[src/rtl/fetch_stage.sv]
// fetch_stage: fetch-side producer for the fetch/execute boundary.
//
// Holds the fetch PC, issues instruction-memory reads and presents a registered
// {pc, instr, npc} payload with valid toward execute. A one-entry skid register
// catches a completion that lands while execute is stalled. Redirects from
// execute flush the payload and skid; a redirect that arrives while a read is
// still busy goes through SQUASH so the stale response is drained and dropped.
//
// Optional feature macro: FETCH_MISALIGN_CHECK_EN
//   defined   : misaligned redirect targets raise a sticky misaligned_fault and
//               park the FSM in FAULT (no fetch, no valid) until reset.
//   undefined : redirect_pc[1:0] are ignored (forced to 0), no FAULT state.
//
// Ports:
//   CLK, nRST                 clock, async active-low reset
//   imem_ren/imem_addr        read request / word address (held while busy)
//   imem_rdata/imem_busy      read data / wait indication
//   stall_fe                  execute cannot accept the current payload
//   redirect_en/redirect_pc   one-cycle PC redirect from execute
//   valid, pc, instr, npc     registered payload toward execute
//   misaligned_fault          (macro only) sticky misaligned-redirect flag
module fetch_stage #(
  parameter logic [31:0] RESET_PC = 32'h0000_0200
) (
  input  logic        CLK,
  input  logic        nRST,
  output logic        imem_ren,
  output logic [31:0] imem_addr,
  input  logic [31:0] imem_rdata,
  input  logic        imem_busy,
  input  logic        stall_fe,
  input  logic        redirect_en,
  input  logic [31:0] redirect_pc,
  output logic        valid,
  output logic [31:0] pc,
  output logic [31:0] instr,
  output logic [31:0] npc
`ifdef FETCH_MISALIGN_CHECK_EN
  ,
  output logic        misaligned_fault
`endif
);

  typedef enum logic [1:0] {
    S_REQ,
    S_HOLD,
    S_SQUASH
`ifdef FETCH_MISALIGN_CHECK_EN
    ,
    S_FAULT
`endif
  } state_t;

  state_t      state, state_n;
  logic [31:0] fetch_pc, tgt_q, tgt_in;
  logic        valid_q, skid_vld;
  logic [31:0] pc_q, instr_q, npc_q, skid_pc, skid_instr;

  // datapath strobes produced by the FSM
  logic flush, ld_out, ld_skid, skid_out, drop_out;
  logic fpc_inc, fpc_redir, fpc_tgt;

`ifdef FETCH_MISALIGN_CHECK_EN
  logic fault_q, bad_tgt, set_fault;
  assign tgt_in  = redirect_pc;
  assign bad_tgt = redirect_pc[1:0] != 2'b00;
  assign misaligned_fault = fault_q;
`else
  assign tgt_in = redirect_pc & ~32'h3;
`endif

  assign imem_addr = fetch_pc;
  assign valid     = valid_q;
  assign pc        = pc_q;
  assign instr     = instr_q;
  assign npc       = npc_q;

  always_ff @(posedge CLK or negedge nRST) begin
    if (!nRST) state <= S_REQ;
    else       state <= state_n;
  end

  always_comb begin
    state_n   = state;
    imem_ren  = 1'b0;
    flush     = 1'b0;
    ld_out    = 1'b0;
    ld_skid   = 1'b0;
    skid_out  = 1'b0;
    drop_out  = 1'b0;
    fpc_inc   = 1'b0;
    fpc_redir = 1'b0;
    fpc_tgt   = 1'b0;
`ifdef FETCH_MISALIGN_CHECK_EN
    set_fault = 1'b0;
`endif

    // SQUASH keeps the stale request asserted so the bus can finish it
    if (state == S_REQ || state == S_SQUASH) imem_ren = 1'b1;

`ifdef FETCH_MISALIGN_CHECK_EN
    if (redirect_en && state != S_FAULT) begin
`else
    if (redirect_en) begin
`endif
      flush = 1'b1;
      case (state)
        S_REQ:   if (imem_busy) state_n = S_SQUASH;
                 else           fpc_redir = 1'b1;
        S_HOLD:  begin fpc_redir = 1'b1; state_n = S_REQ; end
        default: ;
      endcase
`ifdef FETCH_MISALIGN_CHECK_EN
      if (bad_tgt) begin
        set_fault = 1'b1;
        // an outstanding read must still drain before parking
        state_n = (state == S_SQUASH || (state == S_REQ && imem_busy)) ? S_SQUASH : S_FAULT;
      end
`endif
    end else begin
      case (state)
        S_REQ: begin
          if (!imem_busy) begin
            fpc_inc = 1'b1;
            if (!valid_q || !stall_fe) ld_out = 1'b1;
            else begin
              ld_skid = 1'b1;
              state_n = S_HOLD;
            end
          end else if (valid_q && !stall_fe) begin
            drop_out = 1'b1;
          end
        end
        S_HOLD: begin
          if (!stall_fe && skid_vld) begin
            skid_out = 1'b1;
            state_n  = S_REQ;
          end
        end
        S_SQUASH: begin
          if (!imem_busy) begin
            fpc_tgt = 1'b1;
`ifdef FETCH_MISALIGN_CHECK_EN
            state_n = fault_q ? S_FAULT : S_REQ;
`else
            state_n = S_REQ;
`endif
          end
        end
        default: ;
      endcase
    end
  end

  always_ff @(posedge CLK or negedge nRST) begin
    if (!nRST) begin
      fetch_pc   <= RESET_PC;
      tgt_q      <= 32'h0;
      valid_q    <= 1'b0;
      pc_q       <= 32'h0;
      instr_q    <= 32'h0;
      npc_q      <= 32'h0;
      skid_vld   <= 1'b0;
      skid_pc    <= 32'h0;
      skid_instr <= 32'h0;
`ifdef FETCH_MISALIGN_CHECK_EN
      fault_q    <= 1'b0;
`endif
    end else begin
      if (flush) begin
        valid_q  <= 1'b0;
        skid_vld <= 1'b0;
        tgt_q    <= tgt_in;
      end else begin
        if (ld_out) begin
          valid_q <= 1'b1;
          pc_q    <= fetch_pc;
          instr_q <= imem_rdata;
          npc_q   <= fetch_pc + 32'd4;
        end else if (skid_out) begin
          pc_q     <= skid_pc;
          instr_q  <= skid_instr;
          npc_q    <= skid_pc + 32'd4;
          skid_vld <= 1'b0;
        end else if (drop_out) begin
          valid_q <= 1'b0;
        end
        if (ld_skid) begin
          skid_vld   <= 1'b1;
          skid_pc    <= fetch_pc;
          skid_instr <= imem_rdata;
        end
      end
      if (fpc_redir)    fetch_pc <= tgt_in;
      else if (fpc_tgt) fetch_pc <= tgt_q;
      else if (fpc_inc) fetch_pc <= fetch_pc + 32'd4;
`ifdef FETCH_MISALIGN_CHECK_EN
      if (set_fault) fault_q <= 1'b1;
`endif
    end
  end

endmodule

[config.mk]
export PLATFORM = sky130hd
export DESIGN_NAME = fetch_stage
export DESIGN_NICKNAME = d
export VERILOG_FILES = /design/src/rtl/fetch_stage.sv
export SDC_FILE = /design/constraint.sdc
export NUM_CORES = 1
export LEC_CHECK = 0
export ABC_AREA = 1
export BUFFER_PORTS_ARGS = -buffer_cell sky130_fd_sc_hd__buf_2
export CAP_MARGIN = 40
export CORE_MARGIN = 10
export CORE_UTILIZATION = 53
export CTS_CLUSTER_SIZE = 14
export DETAILED_ROUTE_END_ITERATION = 16
export GPL_ROUTABILITY_DRIVEN = 0
export GPL_TIMING_DRIVEN = 0
export PLACE_DENSITY = 0.76
export SYNTH_ARGS = -nofsm -noshare
export SYNTH_HDL_FRONTEND = slang
export SYNTH_SLANG_ARGS = --single-unit
[constraint.sdc]
create_clock -name CLK -period 2.35 [get_ports CLK]
set_input_delay 0.47 -clock CLK [delete_from_list [all_inputs] [get_ports CLK]]
set_output_delay 0.47 -clock CLK [all_outputs]
set_load 0.03 [all_outputs]
Word-level counts from Yosys, hierarchy flattened
Index checks and enable logic that the tools add are counted.
W data, S select, Z words.
{"block": "op_classes", "n_addsub": 2, "eq_ne": 10, "muxes": 49, "n_bitwise": 1, "reduce_logical": 17}
{"operator": "$mux W32", "n": 9}
{"operator": "$add A32 B3 Y32 const B", "n": 2}
{"operator": "$mux W1", "n": 31}
{"operator": "$ne A3 B3 Y1 const B", "n": 6}
{"operator": "$mux W2", "n": 6}
{"operator": "$reduce_bool A3 Y1", "n": 4}
{"operator": "$reduce_and A2 Y1", "n": 4}
{"operator": "$reduce_and A7 Y1", "n": 1}
{"operator": "$pmux W2 S3", "n": 1}
{"operator": "$pmux W2 S2", "n": 1}
{"operator": "$ne A3 B1 Y1 const B", "n": 1}
{"operator": "$ne A3 B2 Y1 const B", "n": 1}
{"operator": "$eq A2 B1 Y1 const B", "n": 1}
{"operator": "$eq A2 B2 Y1 const B", "n": 1}
{"operator": "$logic_and A1 B1 Y1", "n": 2}
{"operator": "$logic_not A1 Y1", "n": 2}
{"operator": "$logic_not A2 Y1", "n": 1}
{"operator": "$logic_or A1 B1 Y1", "n": 2}
{"operator": "$pmux W1 S2", "n": 1}
{"operator": "$reduce_bool A2 Y1", "n": 1}
{"operator": "$not A1 Y1", "n": 1}
{"block": "word_totals", "reg_bits": 226, "elab_cells": 89}

Longest topological paths before layout
{"block": "logic_depth", "depth_word": 10, "depth_mapped": 12, "mapped_depth_nobuf": 12}

Worst setup path before layout
OpenSTA, ideal clock, no wires.
{"block": "synth_path", "path_kind": "reg-to-reg", "start": "register fetch_pc[3], in the netlist imem_addr[3]", "end": "register npc_q[24], in the netlist npc[24]", "setup_time_ns": 0.117, "arrival_time_ns": 1.671, "setup_slack_ns": 0.562, "stages_incl_launch_ff": 13, "path_buffers": 0, "cell_sequence": "dfrtp_1 -> ha_1 -> nand2_1 -> nor2_2 -> nand2_2 -> nor2_2 -> nand2_1 -> nand2_1 -> nand2_1 -> nand2_1 -> nand2_1 -> nand2_1 -> nand2_1"}
{"block": "synth_between", "elab_chain_len": 2}
{"item": "from (decl)", "line_no": "55", "source": "logic [31:0] fetch_pc, tgt_q, tgt_in;"}
{"item": "from (signal assigned)", "line_no": "194", "source": "if (fpc_redir) fetch_pc <= tgt_in;"}
{"item": "from (signal assigned)", "line_no": "195", "source": "else if (fpc_tgt) fetch_pc <= tgt_q;"}
{"item": "from (signal assigned)", "line_no": "196", "source": "else if (fpc_inc) fetch_pc <= fetch_pc + 32'd4;"}
{"item": "$add A32 B3 Y32", "line_no": "179", "source": "npc_q <= fetch_pc + 32'd4;"}
{"item": "$mux W32", "line_no": "175", "source": "if (ld_out) begin"}
{"item": "to (signal assigned)", "line_no": "179"}
{"item": "to (signal assigned)", "line_no": "183", "source": "npc_q <= skid_pc + 32'd4;"}
{"item": "to (decl)", "line_no": "57", "source": "logic [31:0] pc_q, instr_q, npc_q, skid_pc, skid_instr;"}
Every way passes these cells.
A chain may end at the register's enable or synchronous reset.

Worst setup path after layout
{"block": "layout_path", "start": "register state[0]", "end": "register npc_q[30], in the netlist npc[30]"}
{"block": "layout_between", "elab_chain_len": 5, "elab_cells_between_ends": 9, "cone_classes": "1 x eq/ne; 5 x mux; 3 x reduce/logical"}
{"item": "from (decl)", "line_no": "54", "source": "state_t state, state_n;"}
{"item": "from (signal assigned)", "line_no": "80", "source": "else state <= state_n;"}
{"item": "$eq A2 B1 Y1 or $logic_not A2 Y1 (tied branches)", "line_no": "121", "source": "case (state)"}
{"item": "$mux W1", "line_no": "121"}
{"item": "$mux W1", "line_no": "104", "source": "if (redirect_en) begin"}
{"item": "$reduce_bool A2 Y1 (no line)"}
{"item": "$reduce_and A2 Y1 (no line)"}
Several ways; a longest one is shown, not always the timed one.

==> metrics.txt <==
status completed; insertion delay to the later sink of the worst-skew pair ~0.53 ns; CTS clock-pin slew for the worst setup and hold paths ~0.06 ns; Final #Nets approximately 1,700; RSZ-0062 raised after global routing yes; Startpoint Class flip-flop; Routed Antenna Nets 0; Worst Hold Margin 0.0195 ns; Place WS -0.0583 ns; synth unique cells 41; Port Buffers 190; crit path DAT around 2.7 ns; fraction of layout cells with a size suffix above 1 around 17%; Hold Violations, Final 0; Leakage 0.00672 uW; DR vias/cell approximately 5.5; final cell count without fillers about 2,000; Placed Instances 1,906; Num CTS Buffers 24; first-pass GRT wire length about 56 mm; CTS max path bufs 3; Chip Width roughly 160 um; top_reg_cell synth dfrtp_1; leading cell type in the layout, fill and taps excluded nand2_1; CP Max Fanout 10; critical path endpoint category flip-flop; Min Clock Period, post-route about 2.3 ns; Setup Skew ~0.011 ns; number of synthesized flops with an enable pin 0; Inserted Diodes 0; # IOs 199; HP Class input pin to async pin; Final HPWL DP around 28 mm; core area 20,400 um^2; Synthesis Warnings 0; Peak supply drop approximately 0.79 mV; Initial Utilization 54.1%; CP Class flip-flop to flip-flop; Post-Place Cell Area ~12,000 um^2; WL/cell approximately 19 um; sequential fraction of the synthesis area roughly 50%; post-synthesis async set-or-reset flop share 100%; Final Setup Violations 0; Sink Count 218; Fmax 442 MHz; most frequent cells in the layout nand2_1 (478), dfrtp_1 (217), buf_2 (207), nor2_1 (134), inv_1 (133); Rel. slew slack 41.9%; full die area approximately 27,000 um^2; std cell rows 52; CTS H-tree depth 1; fill cell total of the finished layout 1,766; number of global-route vias before repair between 10,000 and 15,000; final instance area 13,200 um^2; largest net degree at the start of global routing 116; synthesis-to-layout area growth 19.9%; vias post-DR roughly 11,000; max_cap viols 0; Die Y ~160 um; Max Slew Vio Count 0; Congestion Overflow GR 0; PnR worst setup slack roughly 0.09 ns; initial antenna violation count 0; Synth Register Bits 218; router iterations before antenna repair 5; Critical Path RT approximately 2.8 ns; actual slew at the worst max-slew pin 0.871 ns; DRT iter0 DRCs between 1,000 and 1,500; TritonCTS clock tree done; period utilization slightly below 100%; Clock Root Buffer clkbuf_16; routed wire length around 36 mm; Tot GR Track Use 26.4%; Mapped Avg Cell Area approximately 7.7 um^2; PD cells 1440 nW/um^2; Post-Syn Instances ~1,400; remaining routing DRC violations 0; Netlist Area Pre-Place approximately 11,000 um^2
==> Yosys cell counts (3+ instances only) <==
cell	number	area (um^2)
nand2_1	478	1790
dfrtp_1	217	5430
nor2_1	134	503
inv_1	133	499
nand3_1	86	430
a21oi_1	83	415
o21ai_0	82	410
o211ai_1	42	315
clkbuf_1	38	143
a22oi_1	21	158
o221ai_1	21	184
buf_2	18	90.1
xor2_1	10	87.6
nand4_1	7	43.8
o21bai_1	7	52.6
buf_1	6	22.5
buf_4	6	45.0
inv_2	6	22.5
nor2_2	6	37.5
ha_1	5	62.6
nand2_2	3	18.8
nor2_4	3	33.8
nor3_1	3	15.0
o22ai_1	3	18.8
or2_2	3	18.8
==> flip-flops by register name (all words and copies together), names as in the netlist <==
name,cells
state,2
valid,1
skid_instr,32
imem_addr,30
npc,30
skid_vld,1
skid_pc,30
pc,30
tgt_q,30
instr,32
==> cells by family (layout without fill, tap and decap cells) <==
family / count (synthesis) / in the layout / synth area share (%)
AOI/OAI and AO/OA: 267 / 267 / 14.6
xor gates and xnor gates: 11 / 11 / 0.874
adders and majority gates: 5 / 5 / 0.568
buffers and inverters: 208 / 445 / 7.56
DFF: 218 / 218 / 49.5
other: 1 / 6 / 0.0340
and+or+nand+nor: 730 / 730 / 26.9
==> final timing paths <==
kind	cells after the start	slack, ns	to	startpoint
max	8	0.09	npc[30]	state[0]
min	1	0.02	tgt_q[3]	nRST
max reg2reg	8	0.09	npc[30]	state[0]
min reg2reg	2	0.46	tgt_q[16]	tgt_q[16]
max in group asynchronous	2	1.33	pc[21]	nRST
min in group CLK	3	0.16	tgt_q[26]	redirect_pc[26]
==> area by class of cell <==
type / instances / area (um^2) / share of cell area [%]
well taps: 270 / 338 / 2.56
multi-input cells: 1019 / 4750 / 36.0
clock inverters: 8 / 104 / 0.786
flip-flops and latches: 218 / 5460 / 41.3
clock buffers: 35 / 712 / 5.39
plain buffers: 69 / 319 / 2.41
repair buffers: 194 / 1010 / 7.65
inverters: 139 / 522 / 3.95
==> per-layer routing <==
metal  vias to the layer above  global-route usage, %  share of wire, %
li1                       5129                      -                 -
met1                      5087                   34.8                41
met2                       510                   42.3                46
met3                        64                   6.26               9.8
met4                         0                   7.72               2.8
met5                         -                      0                 0
==> timing repair <==
item                                    CTS  global route
setup buffers                             0             3
gates resized for setup                   1            11
cloned                                    0             0
pin swaps                                 0             1
hold buffers                              0             0
endpoints found under the setup margin    1           102
==> where the power goes <==
group / internal, uW / switching, uW / total, uW / leakage [uW]
clock: 2320 / 1560 / 3870 / 0.000402
sequential: 5350 / 1350 / 6700 / 0.00258
combinational: 2450 / 5970 / 8430 / 0.00374
==> through the flow <==
stage | utilization [%] | setup TNS (ns) | total power (uW)
after floorplan | - | 0 | 12100
after global placement | 60.5 | -640.23 | 14800
after detailed placement | 60.7 | -0.141 | 15000
after CTS | 64.7 | 0 | 18900
after global routing | 64.9 | -0.0244 | 20200
final | 64.9 | 0 | 19000
==> worst max-delay path, stage by stage, from the launching register on <==
cell	delay, ns
dfrtp_1	0.41
inv_1	0.11
ha_1	0.27
nand2_1	0.15
nor2_4	0.25
clkbuf_1	0.47
nand3_1	0.27
nand3_1	0.15
nand2_1	0.06
Note: power is estimated with default switching activity, not from simulation.
